--- src/rtl/conv_pkg.sv ---
// conv_pkg: shared state encoding, default layer geometry and width helper for the conv layer blocks.
package conv_pkg;
  typedef enum logic [2:0] {IDLE, SETUP, STREAM, DRAIN, CAPT, HOLD, DONE} conv_seq_state_t;
  localparam int NON_ZERO_WEIGHTS_DEF = 27;
  localparam int SETUP_CYCLES_DEF = 7;
  localparam int PE_LATENCY_DEF = 2;
  function automatic int clog2_min1(input int v);
    return v > 1 ? $clog2(v) : 1;
  endfunction
endpackage

--- src/rtl/conv_layer_seq_ctrl_if.sv ---
// conv_layer_seq_ctrl_if: sequencer control/handshake bundle; CONV_SEQ_STALL_CNT_EN adds stall_cycles.
interface conv_layer_seq_ctrl_if #(parameter int IDX_W = 5, parameter int PASS_W = 1);
  logic start;
  logic out_ready;
  logic busy;
  logic weight_valid;
  logic [IDX_W-1:0] weight_index;
  logic pe_clear;
  logic capture;
  logic out_valid;
  logic [PASS_W-1:0] pass_index;
  logic done;
`ifdef CONV_SEQ_STALL_CNT_EN
  logic [15:0] stall_cycles;
  modport master(input start, out_ready, output busy, weight_valid, weight_index, pe_clear, capture,
                 out_valid, pass_index, done, stall_cycles);
  modport slave(output start, out_ready, input busy, weight_valid, weight_index, pe_clear, capture,
                out_valid, pass_index, done, stall_cycles);
`else
  modport master(input start, out_ready, output busy, weight_valid, weight_index, pe_clear, capture,
                 out_valid, pass_index, done);
  modport slave(output start, out_ready, input busy, weight_valid, weight_index, pe_clear, capture,
                out_valid, pass_index, done);
`endif
endinterface

--- src/rtl/seq_down_counter.sv ---
// seq_down_counter: loadable down counter that stops at zero and flags its terminal count.
module seq_down_counter #(parameter int W = 3) (
  input  logic         clk,
  input  logic         rst,
  input  logic         load,
  input  logic         dec,
  input  logic [W-1:0] load_val,
  output logic         zero
);
  logic [W-1:0] cnt_q, cnt_d;
  always_comb cnt_d = load ? load_val : (dec && cnt_q != '0) ? cnt_q - W'(1) : cnt_q;
  always_ff @(posedge clk) begin
    if (rst) cnt_q <= '0;
    else cnt_q <= cnt_d;
  end
  assign zero = cnt_q == '0;
endmodule

--- src/rtl/conv_layer_seq_ctrl.sv ---
// conv_layer_seq_ctrl: setup/stream/drain/capture/hold sequencer for one conv layer.
// Optional CONV_SEQ_STALL_CNT_EN counts HOLD cycles stalled by out_ready.
module conv_layer_seq_ctrl
  import conv_pkg::*;
#(
  parameter int NON_ZERO_WEIGHTS = NON_ZERO_WEIGHTS_DEF,
  parameter int SETUP_CYCLES = SETUP_CYCLES_DEF,
  parameter int PE_LATENCY = PE_LATENCY_DEF,
  parameter int NUM_PASSES = 1,
  parameter int IDX_W = clog2_min1(NON_ZERO_WEIGHTS),
  parameter int PASS_W = clog2_min1(NUM_PASSES)
) (
  input logic clk,
  input logic rst,
  conv_layer_seq_ctrl_if.master bus
);
  localparam int SL = SETUP_CYCLES > 0 ? SETUP_CYCLES - 1 : 0;
  localparam int DL = PE_LATENCY > 0 ? PE_LATENCY - 1 : 0;
  localparam int TW = clog2_min1(SETUP_CYCLES > PE_LATENCY ? SETUP_CYCLES : PE_LATENCY);
  localparam logic [IDX_W-1:0] LAST_IDX = IDX_W'(NON_ZERO_WEIGHTS - 1);
  localparam logic [PASS_W-1:0] LAST_PASS = PASS_W'(NUM_PASSES - 1);
  conv_seq_state_t state_q, state_d;
  logic [IDX_W-1:0] idx_q, idx_d;
  logic [PASS_W-1:0] pass_q, pass_d;
  logic busy_q, busy_d, wv_q, wv_d, pc_q, pc_d, cap_q, cap_d, ov_q, ov_d, done_q, done_d;
  logic tmr_load, tmr_dec, tmr_zero;
  logic [TW-1:0] tmr_val;
  seq_down_counter #(.W(TW)) u_tmr (
    .clk(clk), .rst(rst), .load(tmr_load), .dec(tmr_dec), .load_val(tmr_val), .zero(tmr_zero)
  );
  always_comb begin
    state_d = state_q;
    idx_d = idx_q;
    pass_d = pass_q;
    tmr_load = 1'b0;
    tmr_val = '0;
    case (state_q)
      IDLE: if (bus.start) begin
        pass_d = '0;
        state_d = SETUP_CYCLES == 0 ? STREAM : SETUP;
        tmr_load = 1'b1;
        tmr_val = TW'(SL);
      end
      SETUP: state_d = tmr_zero ? STREAM : SETUP;
      STREAM: begin
        idx_d = idx_q == LAST_IDX ? '0 : idx_q + IDX_W'(1);
        if (idx_q == LAST_IDX) begin
          state_d = PE_LATENCY == 0 ? CAPT : DRAIN;
          tmr_load = 1'b1;
          tmr_val = TW'(DL);
        end
      end
      DRAIN: state_d = tmr_zero ? CAPT : DRAIN;
      CAPT: state_d = HOLD;
      HOLD: if (bus.out_ready) begin
        state_d = pass_q == LAST_PASS ? DONE : STREAM;
        pass_d = pass_q == LAST_PASS ? pass_q : pass_q + PASS_W'(1);
      end
      DONE: state_d = IDLE;
      default: state_d = IDLE;
    endcase
    tmr_dec = state_q == SETUP || state_q == DRAIN;
    busy_d = state_d != IDLE;
    wv_d = state_d == STREAM;
    pc_d = state_d == STREAM && idx_d == '0;
    cap_d = state_d == CAPT;
    ov_d = state_d == HOLD;
    done_d = state_d == DONE;
  end
  always_ff @(posedge clk) begin
    if (rst) begin
      state_q <= IDLE;
      idx_q <= '0;
      pass_q <= '0;
      {busy_q, wv_q, pc_q, cap_q, ov_q, done_q} <= '0;
    end else begin
      state_q <= state_d;
      idx_q <= idx_d;
      pass_q <= pass_d;
      {busy_q, wv_q, pc_q, cap_q, ov_q, done_q} <= {busy_d, wv_d, pc_d, cap_d, ov_d, done_d};
    end
  end
  assign bus.busy = busy_q;
  assign bus.weight_valid = wv_q;
  assign bus.weight_index = idx_q;
  assign bus.pe_clear = pc_q;
  assign bus.capture = cap_q;
  assign bus.out_valid = ov_q;
  assign bus.pass_index = pass_q;
  assign bus.done = done_q;
`ifdef CONV_SEQ_STALL_CNT_EN
  logic [15:0] stall_q, stall_d;
  always_comb stall_d = (state_q == IDLE && bus.start) ? '0 :
                        (state_q == HOLD && !bus.out_ready && stall_q != 16'hFFFF) ? stall_q + 16'd1 : stall_q;
  always_ff @(posedge clk) begin
    if (rst) stall_q <= '0;
    else stall_q <= stall_d;
  end
  assign bus.stall_cycles = stall_q;
`endif
endmodule

--- src/flat_wrapper.sv ---
// flat-port wrapper written by rule: the top's interface ports become plain ports
module conv_layer_seq_ctrl_flat import conv_pkg::*;
#(
  parameter int NON_ZERO_WEIGHTS = NON_ZERO_WEIGHTS_DEF,
  parameter int SETUP_CYCLES = SETUP_CYCLES_DEF,
  parameter int PE_LATENCY = PE_LATENCY_DEF,
  parameter int NUM_PASSES = 1,
  parameter int IDX_W = clog2_min1(NON_ZERO_WEIGHTS),
  parameter int PASS_W = clog2_min1(NUM_PASSES)
)
  (clk, rst, bus_start, bus_out_ready, bus_busy, bus_weight_valid, bus_weight_index, bus_pe_clear, bus_capture, bus_out_valid, bus_pass_index, bus_done);
  conv_layer_seq_ctrl_if #(.IDX_W(IDX_W), .PASS_W(PASS_W)) bus_i ();
  input logic clk;
  input logic rst;
  input wire logic [$bits(bus_i.start)-1:0] bus_start;
  input wire logic [$bits(bus_i.out_ready)-1:0] bus_out_ready;
  output wire logic [$bits(bus_i.busy)-1:0] bus_busy;
  output wire logic [$bits(bus_i.weight_valid)-1:0] bus_weight_valid;
  output wire logic [$bits(bus_i.weight_index)-1:0] bus_weight_index;
  output wire logic [$bits(bus_i.pe_clear)-1:0] bus_pe_clear;
  output wire logic [$bits(bus_i.capture)-1:0] bus_capture;
  output wire logic [$bits(bus_i.out_valid)-1:0] bus_out_valid;
  output wire logic [$bits(bus_i.pass_index)-1:0] bus_pass_index;
  output wire logic [$bits(bus_i.done)-1:0] bus_done;
  assign bus_i.start = bus_start;
  assign bus_i.out_ready = bus_out_ready;
  assign bus_busy = bus_i.busy;
  assign bus_weight_valid = bus_i.weight_valid;
  assign bus_weight_index = bus_i.weight_index;
  assign bus_pe_clear = bus_i.pe_clear;
  assign bus_capture = bus_i.capture;
  assign bus_out_valid = bus_i.out_valid;
  assign bus_pass_index = bus_i.pass_index;
  assign bus_done = bus_i.done;
  conv_layer_seq_ctrl #(.NON_ZERO_WEIGHTS(NON_ZERO_WEIGHTS), .SETUP_CYCLES(SETUP_CYCLES), .PE_LATENCY(PE_LATENCY), .NUM_PASSES(NUM_PASSES), .IDX_W(IDX_W), .PASS_W(PASS_W)) u_core (.clk(clk), .rst(rst), .bus(bus_i));
endmodule
--- config.mk ---
export PLATFORM = sky130hd
export DESIGN_NAME = conv_layer_seq_ctrl_flat
export DESIGN_NICKNAME = d
export VERILOG_FILES = /design/src/rtl/conv_pkg.sv /design/src/rtl/conv_layer_seq_ctrl_if.sv /design/src/rtl/seq_down_counter.sv /design/src/rtl/conv_layer_seq_ctrl.sv /design/src/flat_wrapper.sv
export SDC_FILE = /design/constraint.sdc
export NUM_CORES = 1
export LEC_CHECK = 0
export ABC_AREA = 1
export CAP_MARGIN = 20
export CORE_MARGIN = 1
export CORE_UTILIZATION = 50
export CTS_CLUSTER_DIAMETER = 200
export DETAILED_ROUTE_END_ITERATION = 10
export PLACE_DENSITY = 0.79
export SKIP_CTS_REPAIR_TIMING = 1
export SKIP_LAST_GASP = 1
export SYNTH_ARGS = -nofsm -noshare
export SYNTH_HDL_FRONTEND = slang
export SYNTH_SLANG_ARGS = --single-unit
--- constraint.sdc ---
create_clock -name clk -period 3.8 [get_ports clk]
set_clock_uncertainty 0.05 [all_clocks]
set_input_delay 0.95 -clock clk [delete_from_list [all_inputs] [get_ports clk]]
set_output_delay 0.95 -clock clk [all_outputs]
set_load 0.01 [all_outputs]
* After elaboration in Yosys (flattened, before gate mapping)
Index checks and enable logic that the tools add are counted.
** Cells by class
- Equality and inequality tests :: 12
- Mux-type cells :: 21
- Reductions and logical operators :: 11
- Add/subtract/negate cells :: 3
** Operators by type and width (number)
- $mux 3 :: 8
- $pmux 3 s6 :: 1
- $eq 3x3->1 const B :: 5
- $mux 5 :: 2
- $eq 3x2->1 const B :: 3
- $logic_not 3->1 :: 2
- $mux 1 :: 6
- $pmux 3 s2 :: 1
- $reduce_bool 3->1 :: 2
- $add 5x1->5 const B :: 1
- $eq 5x5->1 const B :: 1
- $logic_not 5->1 :: 1
- $ne 2x2->1 const B :: 2
- $pmux 1 s2 :: 2
- $reduce_bool 2->1 :: 2
- $eq 3x1->1 const B :: 1
- $reduce_and 3->1 :: 1
- $sub 3x1->3 const B :: 1
- $logic_and 1x1->1 :: 2
- $mux 2 :: 1
- $add 1x1->1 const B :: 1
- $logic_or 1x1->1 :: 1
** Word-level totals
- Input bits :: 4
- Register bits :: 18
- Word-level logic and storage cells :: 57

* Logic depth before layout (Yosys ltp)
- Depth after elaboration :: 5
- Depth in mapped cells :: 10

* Cells and area by module
From an unflattened synthesis, not the netlist that was laid out.
** Second synthesis, totals
- Cell total of the unflattened synthesis :: 135
- Area, all modules :: 902.1 sq um
** By module, submodules not included
- conv_layer_seq_ctrl :: times used 1, seq. area each 280.3 sq um, area each 700.7 sq um, cells an instance 101
- seq_down_counter :: times used 1, seq. area each 60.1 sq um, area each 201.4 sq um, cells an instance 34

* Worst setup path before layout
Ideal clock, no wire load.
- Path kind :: input-to-reg
- Start point :: input port bus_out_ready
- End point :: register u_core.busy_q (netlist: u_core.bus.busy)
- Slack :: 2.088 ns
- Stages on the path :: 5
- Data arrival time :: 1.530 ns
- Cells stage by stage :: inv_1 o21ai_0 nand4_2 o21ai_0 a21oi_1
** On the way
- Cells in the longest elaborated chain, start to end :: 3
** RTL lines
- from (decl) :: RTL line flat_wrapper.sv:16 : input wire logic [$bits(bus_i.out_ready)-1:0] bus_out_ready;
- $mux 3 :: RTL line conv_layer_seq_ctrl.sv:55 : HOLD: if (bus.out_ready) begin
- $pmux 3 s6 :: RTL line conv_layer_seq_ctrl.sv:37 : case (state_q)
- $reduce_bool 3->1 :: RTL line conv_layer_seq_ctrl.sv:63 : busy_d = state_d != IDLE;
- to (signal assigned) :: RTL line conv_layer_seq_ctrl.sv:80 : {busy_q, wv_q, pc_q, cap_q, ov_q, done_q} <= {busy_d, wv_d, pc_d, cap_d, ov_d, done_d};
- to (decl) :: RTL line conv_layer_seq_ctrl.sv:25 : logic busy_q, busy_d, wv_q, wv_d, pc_q, pc_d, cap_q, cap_d, ov_q, ov_d, done_q, done_d;
No other way between the ends.
A chain may end at the register's enable or synchronous reset.

* Final worst setup path
- Start point :: register u_core.idx_q[3] (netlist: u_core.bus.weight_index[3])
- End point :: output port bus_weight_index[3]
** RTL lines
- from (decl) :: RTL line conv_layer_seq_ctrl.sv:23 : logic [IDX_W-1:0] idx_q, idx_d;
- from (signal assigned) :: RTL line conv_layer_seq_ctrl.sv:78 : idx_q <= idx_d;
- to (decl) :: RTL line flat_wrapper.sv:19 : output wire logic [$bits(bus_i.weight_index)-1:0] bus_weight_index;
No word-level cell between the ends.

==> impl_metrics.toml <==
[floorplan]
io_pins = 16
die-area_mm2 = 0.00189
fp.dieW_um = 43.5
core_mm2 = 0.00156
floorplan.initialDensity = 0.553
rows = 14
die_h_um = 43.5

[worst_setup_path]
critPathRequiredTime_ns = 2.80
cp-start-kind = "flop"
rrSetupSlack_ns = 2.25
regToRegEndpoint = "u_core.bus.pe_clear$_SDFF_PP0_"
reg2reg_depth = 9
crit_chain = "clkdlybuf4s50_1"
r2r_start = "u_core.bus.weight_index[1]$_SDFF_PP0_"
cpMaxStageDelayCell = "clkdlybuf4s50_1"
timing.setup.critical_path_class = "flop to primary output"
crit_arrival_ns = 1.27
end_kind = "primary output"
cp_max_fo = 5
max_stage_delay_ns = 0.57
critical_path.top_delay_family = "buffers and inverters"
crit_buf_inv = 1

[drt]
avgRoutedWirePerCell_um = 11.1
drcViolationCount = 4
drtAntennaViolNets = 0
via_count = 786
routed_wl_mm = 1.70
first_pass_iters = 7
drt_iter0_markers = 18
vias_per_cell = 5.14

[sta]
rsz0062_at_grt = "false"
period_share = 0.597
holdWs_ns = 0.427
clock.fmax_mhz = 441
drv_slew = 0
final.min_clock_period_ns = 2.27
setup-violations-final = 0
tns_ns = 0
hold_violations = 0

[finish]
multi_input_area_um2 = 435
fillers = 137
seqCellArea_um2 = 340
fin_cells = 153
utilization = 0.661
fin_nets = 146
area_growth_pct = 19.6
num_antenna_cells = 0
drive_gt1_frac = 0.117

[global_routing]
grt_pass1_wl_mm = 2.90
antenna_found_initial = 0
grt-ovfl-total = 0
grt_usage = 0.211
grt_max_degree = 13
first_global_vias = 724

[synthesis]
synth-edff-count = 0
ys_seq_elements = 17
yosys_warnings = 0
synth_nets = 130
synth-main-ff-cell = "dfxtp_1"
synthCells = 122
post_synth.cell_area_avg_um2 = 7.07
synth.area.top_cells = "dfxtp_1, nand2_1, nor2_1"
synthArstFlopShare = 0
yosysTopAreaCell = "dfxtp_1"
ys_seq_area_frac = 0.395
yosysTopAreaCellShare = 0.395
yosys-top-cells-count = "nand2_1, nor2_1, dfxtp_1"
synth_area_um2 = 862
synth.most_common_cell = "nand2_1"
ys_types = 23

[placement]
gp_congestion = 0.837
dp_hpwl_mm = 1.37
dp.cells = 149
port_buffers = 14

[outcome]
violations = "DRC"
status = "finished, violations left"

[cts]
h-tree-depth = 1
cts_made_buffers = 3
root_buffer = "clkbuf_4"
insertion_delay_ns = 0.30
clk_pin_slew_worst_paths_ns = 0.09
cts_tree = "yes"
clockBufferDepth = 2
clock-sinks = 17

[pwr]
p_clk_frac = 0.234
p_leak_uw = 0.000455
power_density_mw_per_mm2 = 402
comb_power_share = 0.263
pwr-share-seq = 0.503
switching_power_uw = 137
irDropWorstVdd_mv = 0.232
p_int_uw = 278
totalPowerFinal_uw = 414
swShare = 0.330

[flow_run]
drv_cap = 0

[hold_path]
min_path_type = "flop to flop"
min_path_cells = 2
hold_start = "u_core.u_tmr.cnt_q[0]$_SDFFE_PP0P_"
whs_endpoint = "u_core.u_tmr.cnt_q[0]$_SDFFE_PP0P_"
==> metal layers <==
metal	vias to the layer above	global-route usage	wire length (µm)
met1	349	0.236	730
met4	0	0.0938	38
met3	6	0.0667	97
met5	-	0	0
met2	21	0.367	834
li1	410	-	-
==> how the worst max path moves through the flow <==
stage | startpoint | endpoint | slack [ns] | depth (start not counted)
finish | u_core.bus.weight_index[3]$_SDFF_PP0_ | bus_weight_index[3] | 1.53 | 1
floorplan | bus_out_ready | u_core.bus.busy$_SDFF_PP0_ | 2.09 | 5
global placement | rst | u_core.bus.pe_clear$_SDFF_PP0_ | 1.42 | 6
CTS | u_core.bus.weight_index[1]$_SDFF_PP0_ | bus_weight_index[1] | 1.51 | 1
global route | u_core.bus.weight_index[3]$_SDFF_PP0_ | bus_weight_index[3] | 1.48 | 1
detailed placement | rst | u_core.bus.pe_clear$_SDFF_PP0_ | 1.40 | 6
==> power groups by stage <==
stage	Clock (µW)	Combinational, µW	Sequential [µW]
after global routing	109	123	210
final	97.1	109	208
after CTS	102	109	208
after floorplan	0	80.3	209
after detailed placement	0	108	212
after global placement	0	106	211
==> cell usage in the layout (no fill, tap or decap), drive strengths merged, types with 2 or more instances in the layout <==
| cell | n |
|---|---|
| a21oi | 5 |
| a31oi | 2 |
| clkbuf | 3 |
| clkdlybuf4s50 | 14 |
| dfxtp | 17 |
| ha | 4 |
| inv | 18 |
| nand2 | 24 |
| nand3 | 10 |
| nand4 | 2 |
| nor2 | 26 |
| nor3 | 4 |
| o21ai | 2 |
==> registers in the layout, indices dropped and copies added, names as in the netlist <==
name	count
u_core.bus.weight_index	5
u_core.state_q	3
u_core.u_tmr.cnt_q	3
u_core.bus.busy	1
u_core.bus.capture	1
u_core.bus.done	1
u_core.bus.out_valid	1
u_core.bus.pe_clear	1
u_core.bus.weight_valid	1
==> metrics by stage <==
step / cell area (µm²) / setup WS [ns]
after global routing: 1030 / 1.48
after detailed placement: 1000 / 1.40
after CTS: 1030 / 1.51
after floorplan: 862 / 2.09
final: 1030 / 1.53
after global placement: 1000 / 1.42
==> layout make-up <==
type | count | area share
clock buffer | 3 | 0.0218
clock inverter | 1 | 0.00485
inverter | 18 | 0.0655
multi-input combinational | 84 | 0.422
sequential | 17 | 0.330
tap | 16 | 0.0194
timing repair buffer | 14 | 0.136
==> kinds of logic after synthesis <==
group | synth area share
XOR/XNOR | 0.0102
other | 0.00435
adder cells (fa/ha/maj) | 0.0581
buffers and inverters | 0.100
AO/OA/AOI/OAI | 0.0639
AND/OR/NAND/NOR | 0.369
flip-flops | 0.395
Power figures use the tool's default switching activity.
